**src/rtl/sm_add_arbiter.sv**
```systemverilog
// Round-robin arbiter sharing one 8-bit sign-magnitude saturating adder among NUM_REQ clients.
// One operation in flight; the registered result is tagged with the requester index.
module sm_add_arbiter #(
  parameter  int NUM_REQ = 4,
  localparam int ID_W    = $clog2(NUM_REQ)
) (
  input  logic                 clk,
  input  logic                 rst_n,
  input  logic [NUM_REQ-1:0]   req_valid,
  output logic [NUM_REQ-1:0]   req_ready,
  input  logic [NUM_REQ*8-1:0] req_a,
  input  logic [NUM_REQ-1:0]   req_sign_a,
  input  logic [NUM_REQ*8-1:0] req_b,
  input  logic [NUM_REQ-1:0]   req_sign_b,
  output logic                 rsp_valid,
  input  logic                 rsp_ready,
  output logic [ID_W-1:0]      rsp_id,
  output logic                 rsp_sign,
  output logic [8:0]           rsp_result,
  output logic                 rsp_sat,
  output logic                 busy,
  output logic [15:0]          op_count,
  output logic [15:0]          sat_count
);

  typedef enum logic [1:0] {
    IDLE = 2'd0,
    CALC = 2'd1,
    HOLD = 2'd2
  } state_t;

  state_t          state;
  state_t          state_next;
  logic [ID_W-1:0] rr_ptr;
  logic            grant_found;
  logic [ID_W-1:0] grant_idx;
  logic [ID_W-1:0] ptr_next;

  logic [7:0] op_a;
  logic       op_sa;
  logic [7:0] op_b;
  logic       op_sb;

  logic [8:0] add_sa;
  logic [8:0] add_sb;
  logic [8:0] add_sum;
  logic       add_ovf;
  logic [8:0] add_res;
  logic       add_sign;
  logic       add_sat;

  function automatic logic [ID_W-1:0] wrap_idx(input int v);
    return ID_W'(v % NUM_REQ);
  endfunction

  // Search starts at rr_ptr so the most recently served requester goes last.
  always_comb begin
    grant_found = 1'b0;
    grant_idx   = '0;
    for (int k = 0; k < NUM_REQ; k++) begin
      if (!grant_found && req_valid[wrap_idx(int'(rr_ptr) + k)]) begin
        grant_found = 1'b1;
        grant_idx   = wrap_idx(int'(rr_ptr) + k);
      end
    end
  end

  assign ptr_next = (grant_idx == ID_W'(NUM_REQ - 1)) ? '0 : grant_idx + 1'b1;

  always_ff @(posedge clk) begin
    if (!rst_n) begin
      state <= IDLE;
    end else begin
      state <= state_next;
    end
  end

  always_comb begin
    state_next = state;
    case (state)
      IDLE:    if (grant_found) state_next = CALC;
      CALC:    state_next = HOLD;
      HOLD:    if (rsp_ready) state_next = IDLE;
      default: state_next = IDLE;
    endcase
  end

  always_comb begin
    req_ready = '0;
    busy      = (state != IDLE);
    if (rst_n && state == IDLE && grant_found) begin
      req_ready = NUM_REQ'(1) << grant_idx;
    end
  end

  // A negative zero operand maps to 0 here, so it naturally behaves as +0.
  always_comb begin
    add_sa  = op_sa ? -{1'b0, op_a} : {1'b0, op_a};
    add_sb  = op_sb ? -{1'b0, op_b} : {1'b0, op_b};
    add_sum = add_sa + add_sb;
    add_ovf = (add_sa[8] == add_sb[8]) && (add_sum[8] != add_sa[8]);
    add_res  = add_sum;
    add_sign = 1'b0;
    add_sat  = 1'b0;
    if (add_ovf) begin
      add_sat = 1'b1;
      if (add_sum[8]) begin
        add_res  = 9'h0FF;
        add_sign = 1'b0;
      end else begin
        add_res  = 9'h100;
        add_sign = 1'b1;
      end
    end else if (add_sum[8]) begin
      add_res  = -add_sum;
      add_sign = 1'b1;
    end
  end

  always_ff @(posedge clk) begin
    if (!rst_n) begin
      rr_ptr     <= '0;
      op_a       <= '0;
      op_sa      <= 1'b0;
      op_b       <= '0;
      op_sb      <= 1'b0;
      rsp_valid  <= 1'b0;
      rsp_id     <= '0;
      rsp_sign   <= 1'b0;
      rsp_result <= '0;
      rsp_sat    <= 1'b0;
      op_count   <= '0;
      sat_count  <= '0;
    end else begin
      case (state)
        IDLE: begin
          if (grant_found) begin
            op_a   <= req_a[8*grant_idx +: 8];
            op_sa  <= req_sign_a[grant_idx];
            op_b   <= req_b[8*grant_idx +: 8];
            op_sb  <= req_sign_b[grant_idx];
            rsp_id <= grant_idx;
            rr_ptr <= ptr_next;
          end
        end
        CALC: begin
          rsp_sign   <= add_sign;
          rsp_result <= add_res;
          rsp_sat    <= add_sat;
          rsp_valid  <= 1'b1;
          op_count   <= op_count + 16'd1;
          if (add_sat && sat_count != 16'hFFFF) begin
            sat_count <= sat_count + 16'd1;
          end
        end
        HOLD: begin
          if (rsp_ready) begin
            rsp_valid <= 1'b0;
          end
        end
        default: ;
      endcase
    end
  end

endmodule

```
**config.mk**
```make
export PLATFORM = sky130hd
export DESIGN_NAME = sm_add_arbiter
export DESIGN_NICKNAME = d
export VERILOG_FILES = /design/src/rtl/sm_add_arbiter.sv
export SDC_FILE = /design/constraint.sdc
export NUM_CORES = 1
export LEC_CHECK = 0
export ABC_AREA = 1
export BUFFER_PORTS_ARGS = -buffer_cell sky130_fd_sc_hd__buf_2
export CAP_MARGIN = 20
export CORE_ASPECT_RATIO = 1.4
export CORE_MARGIN = 3
export CORE_UTILIZATION = 56
export CTS_CLUSTER_SIZE = 10
export DETAILED_ROUTE_END_ITERATION = 7
export PLACE_DENSITY = 0.83
export SYNTH_ARGS = -nofsm -noshare
export SYNTH_HDL_FRONTEND = slang
export SYNTH_SLANG_ARGS = --single-unit
```
**constraint.sdc**
```tcl
create_clock -name clk -period 4.1 [get_ports clk]
set_input_delay 1.025 -clock clk [delete_from_list [all_inputs] [get_ports clk]]
set_output_delay 1.025 -clock clk [all_outputs]
set_load 0.1 [all_outputs]
```
==> impl_metrics.prom, run 1 <==
# TYPE chip_impl_metric gauge
chip_impl_metric{name="critical_path_buf_inv_count",unit=""} 5
chip_impl_info{name="cp_cell_sequence",value="buf_2, inv_1, nand2_2, nand3_1, nand2_2, nor2_4, nand4_1, nand2_2, buf_4, ha_1, inv_1, nor2_2, buf_12"} 1
chip_impl_metric{name="h_tree_depth",unit=""} 3
chip_impl_metric{name="min_period_over_period",unit=""} 0.902
chip_impl_metric{name="boundaryPins",unit=""} 130
chip_impl_metric{name="antenna_found_initial",unit=""} 0
chip_impl_metric{name="worst_path_largest_cell_delay",unit="ns"} 0.22
chip_impl_metric{name="num-nets-final",unit=""} 1044
chip_impl_metric{name="cts_hold_buf",unit=""} 0
chip_impl_metric{name="finalHoldViolations",unit=""} 0
chip_impl_metric{name="number_of_synthesized_register_bits",unit=""} 68
chip_impl_info{name="commonest_non_fill_non_tap_cell_in_the_layout",value="nand2_1"} 1
chip_impl_metric{name="clock_insertion_delay_worst_skew",unit="ns"} 0.33
chip_impl_metric{name="cp_max_fo",unit=""} 17
chip_impl_metric{name="cts_sinks",unit=""} 68
chip_impl_metric{name="n_antenna_cell",unit=""} 0
chip_impl_metric{name="report.final.setup_viol",unit=""} 0
chip_impl_metric{name="r2r_slack",unit="ns"} 0.79
chip_impl_metric{name="routed_antenna_nets",unit=""} 0
chip_impl_metric{name="final_layout_size_suffix_gt1_frac",unit=""} 0.181
chip_impl_metric{name="route.detailed.vias_per_inst",unit=""} 5.17
chip_impl_info{name="cts_tree",value="done"} 1
chip_impl_metric{name="detail_route.wirelength",unit="um"} 12400
chip_impl_metric{name="p_clk_frac",unit=""} 0.147
chip_impl_metric{name="finalWeightedCongestion",unit=""} 0.876
chip_impl_metric{name="global_route.usage.total",unit=""} 0.251
chip_impl_info{name="critPathLaunchType",value="input pin"} 1
chip_impl_metric{name="dieWidth",unit="um"} 85.7
chip_impl_metric{name="first_global_vias",unit=""} 5053
chip_impl_metric{name="syn-instance-count",unit=""} 827
chip_impl_metric{name="slew_limit_fails",unit=""} 0
chip_impl_metric{name="filler_cell_count",unit=""} 786
chip_impl_metric{name="synthDistinctLibCells",unit=""} 33
chip_impl_metric{name="post_synth_instance_area",unit="um^2"} 4980
chip_impl_info{name="crit_type",value="input pin to output port"} 1
chip_impl_metric{name="cts_made_buffers",unit=""} 9
chip_impl_metric{name="cts-resized-gates",unit=""} 0
chip_impl_metric{name="area_of_the_die",unit="um^2"} 10100
chip_impl_metric{name="clkSlewWorstSetupHoldPaths",unit="ns"} 0.05
chip_impl_metric{name="finalCriticalPeriod",unit="ns"} 3.70
chip_impl_info{name="status",value="finished, final reports clean"} 1
chip_impl_metric{name="power_density",unit="nW/um^2"} 917
chip_impl_metric{name="post-cts-setup-buffers",unit=""} 0
chip_impl_metric{name="worst-slew-pin-transition",unit="ns"} 0.805
chip_impl_metric{name="synth_warnings",unit=""} 0
chip_impl_metric{name="synth_nets",unit=""} 924
chip_impl_metric{name="grt.overflow.total",unit=""} 0
chip_impl_metric{name="finalSetupTns",unit="ns"} 0
chip_impl_metric{name="ir_drop",unit="V"} 0.000935
chip_impl_metric{name="max_slew_margin",unit=""} 0.461
chip_impl_metric{name="starting_density_of_the_core",unit=""} 0.579
chip_impl_metric{name="syn2layout_area_growth",unit="%"} 21.5
chip_impl_info{name="cp_slowest_cell",value="buf_4"} 1
chip_impl_metric{name="hpwl_reported_at_the_end_of_detailed_placement",unit="um"} 9510
chip_impl_metric{name="holdWs",unit="ns"} 0.484
chip_impl_metric{name="sequential_cell_area",unit="um^2"} 1360
chip_impl_info{name="hold_removal_path_class",value="flip-flop to flip-flop"} 1
chip_impl_metric{name="post_synth.cell_area_avg",unit="um^2"} 6.03
chip_impl_metric{name="p_leak",unit="uW"} 0.00327
chip_impl_metric{name="grt_max_degree",unit=""} 37
chip_impl_metric{name="row_count",unit=""} 40
chip_impl_metric{name="power_switching_share",unit=""} 0.549
chip_impl_metric{name="critPathRequiredTime",unit="ns"} 3.07
chip_impl_metric{name="p_sw",unit="uW"} 3050
chip_impl_metric{name="detail_route.first_pass.iterations",unit=""} 5
chip_impl_info{name="cpMostUsedCell",value="nand2_2"} 1
chip_impl_metric{name="numPortBuffers",unit=""} 129
chip_impl_metric{name="die-height",unit="um"} 118
chip_impl_metric{name="timing.critical_path.arrival",unit="ns"} 2.67
chip_impl_info{name="root_buffer",value="clkbuf_16"} 1
chip_impl_metric{name="grt_pass1_wl",unit="um"} 21200
chip_impl_metric{name="fin_skew",unit="ns"} 0.00683
chip_impl_metric{name="post-route-drc-count",unit=""} 0
chip_impl_metric{name="seqPwrFrac",unit=""} 0.169
chip_impl_metric{name="fp.coreArea",unit="um^2"} 8610
chip_impl_metric{name="maxCapViolations",unit=""} 0
chip_impl_metric{name="routed-via-count",unit=""} 5460
chip_impl_metric{name="avgRoutedWirePerCell",unit="um"} 11.7
chip_impl_metric{name="fmax",unit="MHz"} 270
chip_impl_metric{name="power.combinational.fraction",unit=""} 0.684
chip_impl_metric{name="cellInternalPower",unit="uW"} 2500
chip_impl_info{name="setup_repair_after_global_routing_missed_its_margin",value="false"} 1
chip_impl_info{name="timing.critical_path.to_type",value="output port"} 1
chip_impl_info{name="mostFrequentLayoutCells",value="237 x nand2_1, 135 x inv_1, 125 x buf_2, 97 x nand3_1, 68 x dfxtp_1"} 1
chip_impl_metric{name="multiInputGateArea",unit="um^2"} 2950
chip_impl_metric{name="clk_path_buf_depth",unit=""} 2
chip_impl_info{name="worst_path_dominant_cell_family",value="simple AND/OR/NAND/NOR gates"} 1
chip_impl_metric{name="seq_area_frac_synth",unit=""} 0.273
chip_impl_metric{name="detailedRoute.firstIterationViolations",unit=""} 230
==> path summary, 6_finish.rpt <==
| check | from | end | cells after the start |
|---|---|---|---|
| worst min register to register | rsp_sat | rsp_sat | 2 |
| worst max register to register | op_a[0] | sat_count[12] | 20 |
| worst max-delay path | req_valid[3] | req_ready[1] | 13 |
| worst min-delay path | rsp_sat | rsp_sat | 2 |
==> kinds of logic (layout without fill, tap and decap cells) <==
group,Yosys count,after routing,share of synthesized area
simple gates,450,450,0.398
buf+inv,169,294,0.137
compound gates,97,97,0.101
flops,68,68,0.273
xor+xnor,25,25,0.0439
fa+ha+maj,18,18,0.0467
==> layout make-up <==
type / count / share of cell area
Multi-Input combinational cell: 590 / 0.487
Sequential cell: 68 / 0.225
Timing Repair Buffer: 138 / 0.128
Inverter: 140 / 0.0867
Clock buffer: 10 / 0.0378
Tap cell: 105 / 0.0217
Clock inverter: 6 / 0.0147
==> worst register-to-register path, delay by kind of cell, from the launching register on <==
kind,cells,cell delay (ns)
flip-flops,1,0.33
XOR/XNOR,1,0.18
AO/OA/AOI/OAI,2,0.39
adder cells (fa/ha/maj),2,0.46
buffers and inverters,4,0.52
AND/OR/NAND/NOR,11,1.34
==> routing by layer <==
layer / track usage / vias up / share of wire / wire length (um)
li1: - / 2853 / - / -
met1: 0.286 / 2398 / 0.42 / 5180
met2: 0.453 / 180 / 0.51 / 6290
met3: 0.0399 / 29 / 0.050 / 626
met4: 0.106 / 0 / 0.025 / 308
met5: 0 / - / 0 / 0
==> Yosys cell counts (all sizes together) <==
cell type,number,area (um^2)
a31oi,3,18.8
nand3b,18,135
and2,1,6.26
clkbuf,11,41.3
o21ai,34,170
o21a,1,7.51
nor3,12,60.1
a211oi,1,7.51
dfxtp,68,1360
fa,1,20.0
ha,17,213
nand2,243,927
xnor2,7,61.3
nor2,59,229
or2,4,25.0
o22ai,1,6.26
nand3,100,516
nor4,3,18.8
nor3b,2,15.0
a21oi,53,265
nand4,8,50.1
o211ai,4,30.0
xor2,18,158
inv,140,526
buf,18,118
==> power groups by stage <==
stage,sequential [uW],combinational (uW),clock (uW)
detailed placement,950,3780,0
floorplan,1400,2660,0
CTS,941,3810,823
global placement,945,3730,0
global route,965,4330,851
finish,941,3800,817
==> registers in the layout, summed over array words and instances, names as in the netlist <==
register    cells
rsp_id          2
state           2
rsp_result      9
op_a            8
rsp_sign        1
rr_ptr          2
op_sa           1
sat_count      16
op_sb           1
op_b            8
op_count       16
rsp_valid       1
rsp_sat         1
==> through the flow <==
step	setup slack, ns	util	cell area (um^2)	cells	total power, uW
after floorplan	0.0978	-	4990	827	4060
after global placement	0.473	0.667	5740	1041	4680
after detailed placement	0.409	0.667	5740	1041	4730
after CTS	0.400	0.704	6060	1057	5570
after global routing	0.217	0.704	6060	1057	6150
final	0.401	0.704	6060	1057	5560
(Power assumes the default switching activity.)
==> run 2, diff against run 1 <==
Settings changed: CORE_UTILIZATION 56 to 54, PLACE_DENSITY 0.83 to 0.8.
Clock period 4.1 ns to 4 ns, I/O delays scaled along.
==> impl_metrics.prom, run 2 (synthesis gave the netlist of run 1 again) <==
# TYPE chip_impl_metric gauge
chip_impl_metric{name="dieWidth",unit="um"} 87.2
chip_impl_metric{name="filler_cell_count",unit=""} 794
chip_impl_metric{name="num-nets-final",unit=""} 1044
chip_impl_metric{name="r2r_slack",unit="ns"} 0.72
chip_impl_metric{name="ir_drop",unit="V"} 0.000960
chip_impl_metric{name="clkSlewWorstSetupHoldPaths",unit="ns"} 0.06
chip_impl_metric{name="critical_path_cell_count",unit=""} 13
chip_impl_info{name="hold_removal_path_class",value="flip-flop to flip-flop"} 1
chip_impl_metric{name="power_density",unit="nW/um^2"} 931
chip_impl_metric{name="global_route.usage.total",unit=""} 0.241
chip_impl_metric{name="report.final.setup_viol",unit=""} 0
chip_impl_metric{name="row_count",unit=""} 40
chip_impl_info{name="min_delay_worst_endpoint",value="rsp_result[8]"} 1
chip_impl_metric{name="finalWorstSetupSlack",unit="ns"} 0.361
chip_impl_metric{name="post-route-drc-count",unit=""} 0
chip_impl_metric{name="avgRoutedWirePerCell",unit="um"} 11.5
chip_impl_metric{name="die-height",unit="um"} 120
chip_impl_metric{name="p_leak",unit="uW"} 0.00327
chip_impl_info{name="mostFrequentLayoutCells",value="237 x nand2_1, 135 x inv_1, 125 x buf_2, 97 x nand3_1, 68 x dfxtp_1"} 1
chip_impl_info{name="start_of_the_worst_register_to_register_path",value="op_a[0]"} 1
chip_impl_metric{name="grt_pass1_wl",unit="um"} 21000
chip_impl_metric{name="route.detailed.vias_per_inst",unit=""} 5.04
chip_impl_metric{name="routed-via-count",unit=""} 5331
chip_impl_metric{name="starting_density_of_the_core",unit=""} 0.566
chip_impl_info{name="worst_path_dominant_cell_family",value="simple AND/OR/NAND/NOR gates"} 1
chip_impl_metric{name="critical_path_buf_inv_count",unit=""} 5
chip_impl_metric{name="numPortBuffers",unit=""} 129
chip_impl_metric{name="placed_cells_incl_taps",unit=""} 1041
chip_impl_metric{name="maxCapViolations",unit=""} 0
chip_impl_metric{name="finish.instance_area",unit="um^2"} 6050
chip_impl_info{name="cp_cell_sequence",value="buf_2, inv_1, nand2_2, nand3_1, nand2_2, nor2_4, nand4_1, nand2_2, buf_4, ha_1, inv_1, nor2_2, buf_12"} 1
chip_impl_metric{name="placed_area",unit="um^2"} 5740
chip_impl_info{name="status",value="finished, final reports clean"} 1
chip_impl_info{name="timing.critical_path.to_type",value="output port"} 1
chip_impl_metric{name="boundaryPins",unit=""} 130
chip_impl_metric{name="cts_hold_buf",unit=""} 0
chip_impl_metric{name="post-cts-setup-buffers",unit=""} 0
chip_impl_metric{name="finalCriticalPeriod",unit="ns"} 3.64
chip_impl_info{name="r2r-end",value="sat_count[6]"} 1
chip_impl_metric{name="detail_route.first_pass.iterations",unit=""} 4
chip_impl_info{name="cp_slowest_cell",value="buf_4"} 1
chip_impl_metric{name="routed_antenna_nets",unit=""} 0
chip_impl_metric{name="detail_route.wirelength",unit="um"} 12200
chip_impl_info{name="timing.critical_path.from",value="req_valid[3]"} 1
chip_impl_metric{name="h_tree_depth",unit=""} 3
chip_impl_metric{name="worst_path_largest_cell_delay",unit="ns"} 0.22
chip_impl_metric{name="hpwl_reported_at_the_end_of_detailed_placement",unit="um"} 9590
chip_impl_metric{name="clock_insertion_delay_worst_skew",unit="ns"} 0.33
chip_impl_metric{name="area_of_the_die",unit="um^2"} 10400
chip_impl_metric{name="worst-slew-pin-transition",unit="ns"} 0.864
chip_impl_metric{name="place_ws",unit="ns"} 0.352
chip_impl_metric{name="cts_made_buffers",unit=""} 9
chip_impl_metric{name="cts-resized-gates",unit=""} 0
chip_impl_metric{name="reg2reg_depth",unit=""} 20
chip_impl_metric{name="antenna_found_initial",unit=""} 1
chip_impl_metric{name="clk_path_buf_depth",unit=""} 2
chip_impl_info{name="cts_tree",value="done"} 1
chip_impl_metric{name="grt_max_degree",unit=""} 33
chip_impl_metric{name="critPathRequiredTime",unit="ns"} 3.00
chip_impl_info{name="biggestRegsByFlops",value="op_count: 16 flops, sat_count: 16 flops, rsp_result: 9 flops"} 1
chip_impl_info{name="crit_type",value="input pin to output port"} 1
chip_impl_metric{name="finalWeightedCongestion",unit=""} 0.890
chip_impl_metric{name="final_cell_count_no_fill",unit=""} 1058
chip_impl_metric{name="finalSetupTns",unit="ns"} 0
chip_impl_metric{name="min_period_over_period",unit=""} 0.910
chip_impl_info{name="commonest_non_fill_non_tap_cell_in_the_layout",value="nand2_1"} 1
chip_impl_metric{name="fin_skew",unit="ns"} 0.00664
chip_impl_metric{name="holdPathStages",unit=""} 2
chip_impl_metric{name="fmax",unit="MHz"} 275
chip_impl_metric{name="layout.core_utilization",unit=""} 0.687
chip_impl_metric{name="syn2layout_area_growth",unit="%"} 21.5
chip_impl_metric{name="sequential_cell_area",unit="um^2"} 1360
chip_impl_metric{name="first_global_vias",unit=""} 4889
chip_impl_metric{name="grt.overflow.total",unit=""} 0
chip_impl_metric{name="cp_max_fo",unit=""} 17
chip_impl_info{name="cpMostUsedCell",value="nand2_2"} 1
chip_impl_info{name="root_buffer",value="clkbuf_16"} 1
chip_impl_metric{name="final_layout_size_suffix_gt1_frac",unit=""} 0.182
chip_impl_info{name="setup_repair_after_global_routing_missed_its_margin",value="false"} 1
chip_impl_metric{name="detailedRoute.firstIterationViolations",unit=""} 248
chip_impl_metric{name="timing.critical_path.arrival",unit="ns"} 2.64
chip_impl_metric{name="slew_limit_fails",unit=""} 0
chip_impl_metric{name="multiInputGateArea",unit="um^2"} 2950
chip_impl_metric{name="cts_sinks",unit=""} 68
chip_impl_metric{name="finalHoldViolations",unit=""} 0
chip_impl_info{name="critPathLaunchType",value="input pin"} 1
chip_impl_info{name="min-delay-start",value="rsp_result[8]"} 1
chip_impl_metric{name="fp.coreArea",unit="um^2"} 8810
chip_impl_metric{name="max_slew_margin",unit=""} 0.423
## run 2: cell types whose count changed in the layout (fill, tap and decap cells not counted)
cell,change
clkbuf_8,+2
bufinv_16,-1
clkbuf_1,-1
clkinv_4,-1
diode_2,+1
inv_6,+1
## run 2: cell type report
class / instances / share of cell area
Sequential cell: 68 / 0.225
Antenna cell: 1 / 0.000413
Inverter: 140 / 0.0868
Multi-Input combinational cell: 590 / 0.487
Clock inverter: 5 / 0.00971
Timing Repair Buffer: 138 / 0.128
Clock buffer: 11 / 0.0417
Tap cell: 105 / 0.0217
## run 2: worst max path at each step
| stage | to | slack [ns] |
|---|---|---|
| floorplan | req_ready[3] | 0.05 |
| CTS | req_ready[1] | 0.35 |
| global placement | req_ready[3] | 0.40 |
| finish | req_ready[1] | 0.36 |
| detailed placement | req_ready[1] | 0.35 |
| global route | req_ready[0] | 0.11 |
## run 2: through the flow
step / power, uW / hold slack (ns)
finish: 5640 / 0.474
global route: 6220 / 0.505
CTS: 5670 / 0.472
detailed placement: 4830 / 0.463
global placement: 4790 / 0.463
floorplan: 4160 / 0.519
## run 2: tightest hold or removal path, stage by stage, from the launching register on
cell and delay (ns):
dfxtp_1 0.31, nand2_1 0.06, a21oi_1 0.05
## run 2: power breakdown
part           switching [uW]  internal, uW  total [uW]
Combinational            2680          1190        3870
Clock                     296           517         813
Sequential                124           835         959
Total                    3100          2540        5640
## run 2: layer usage
| layer | GRT usage | up-vias | share of wire |
|---|---|---|---|
| met2 | 0.426 | 152 | 0.51 |
| met3 | 0.0350 | 17 | 0.056 |
| li1 | - | 2858 | - |
| met5 | 0 | - | 0 |
| met1 | 0.289 | 2304 | 0.42 |
| met4 | 0.0893 | 0 | 0.017 |
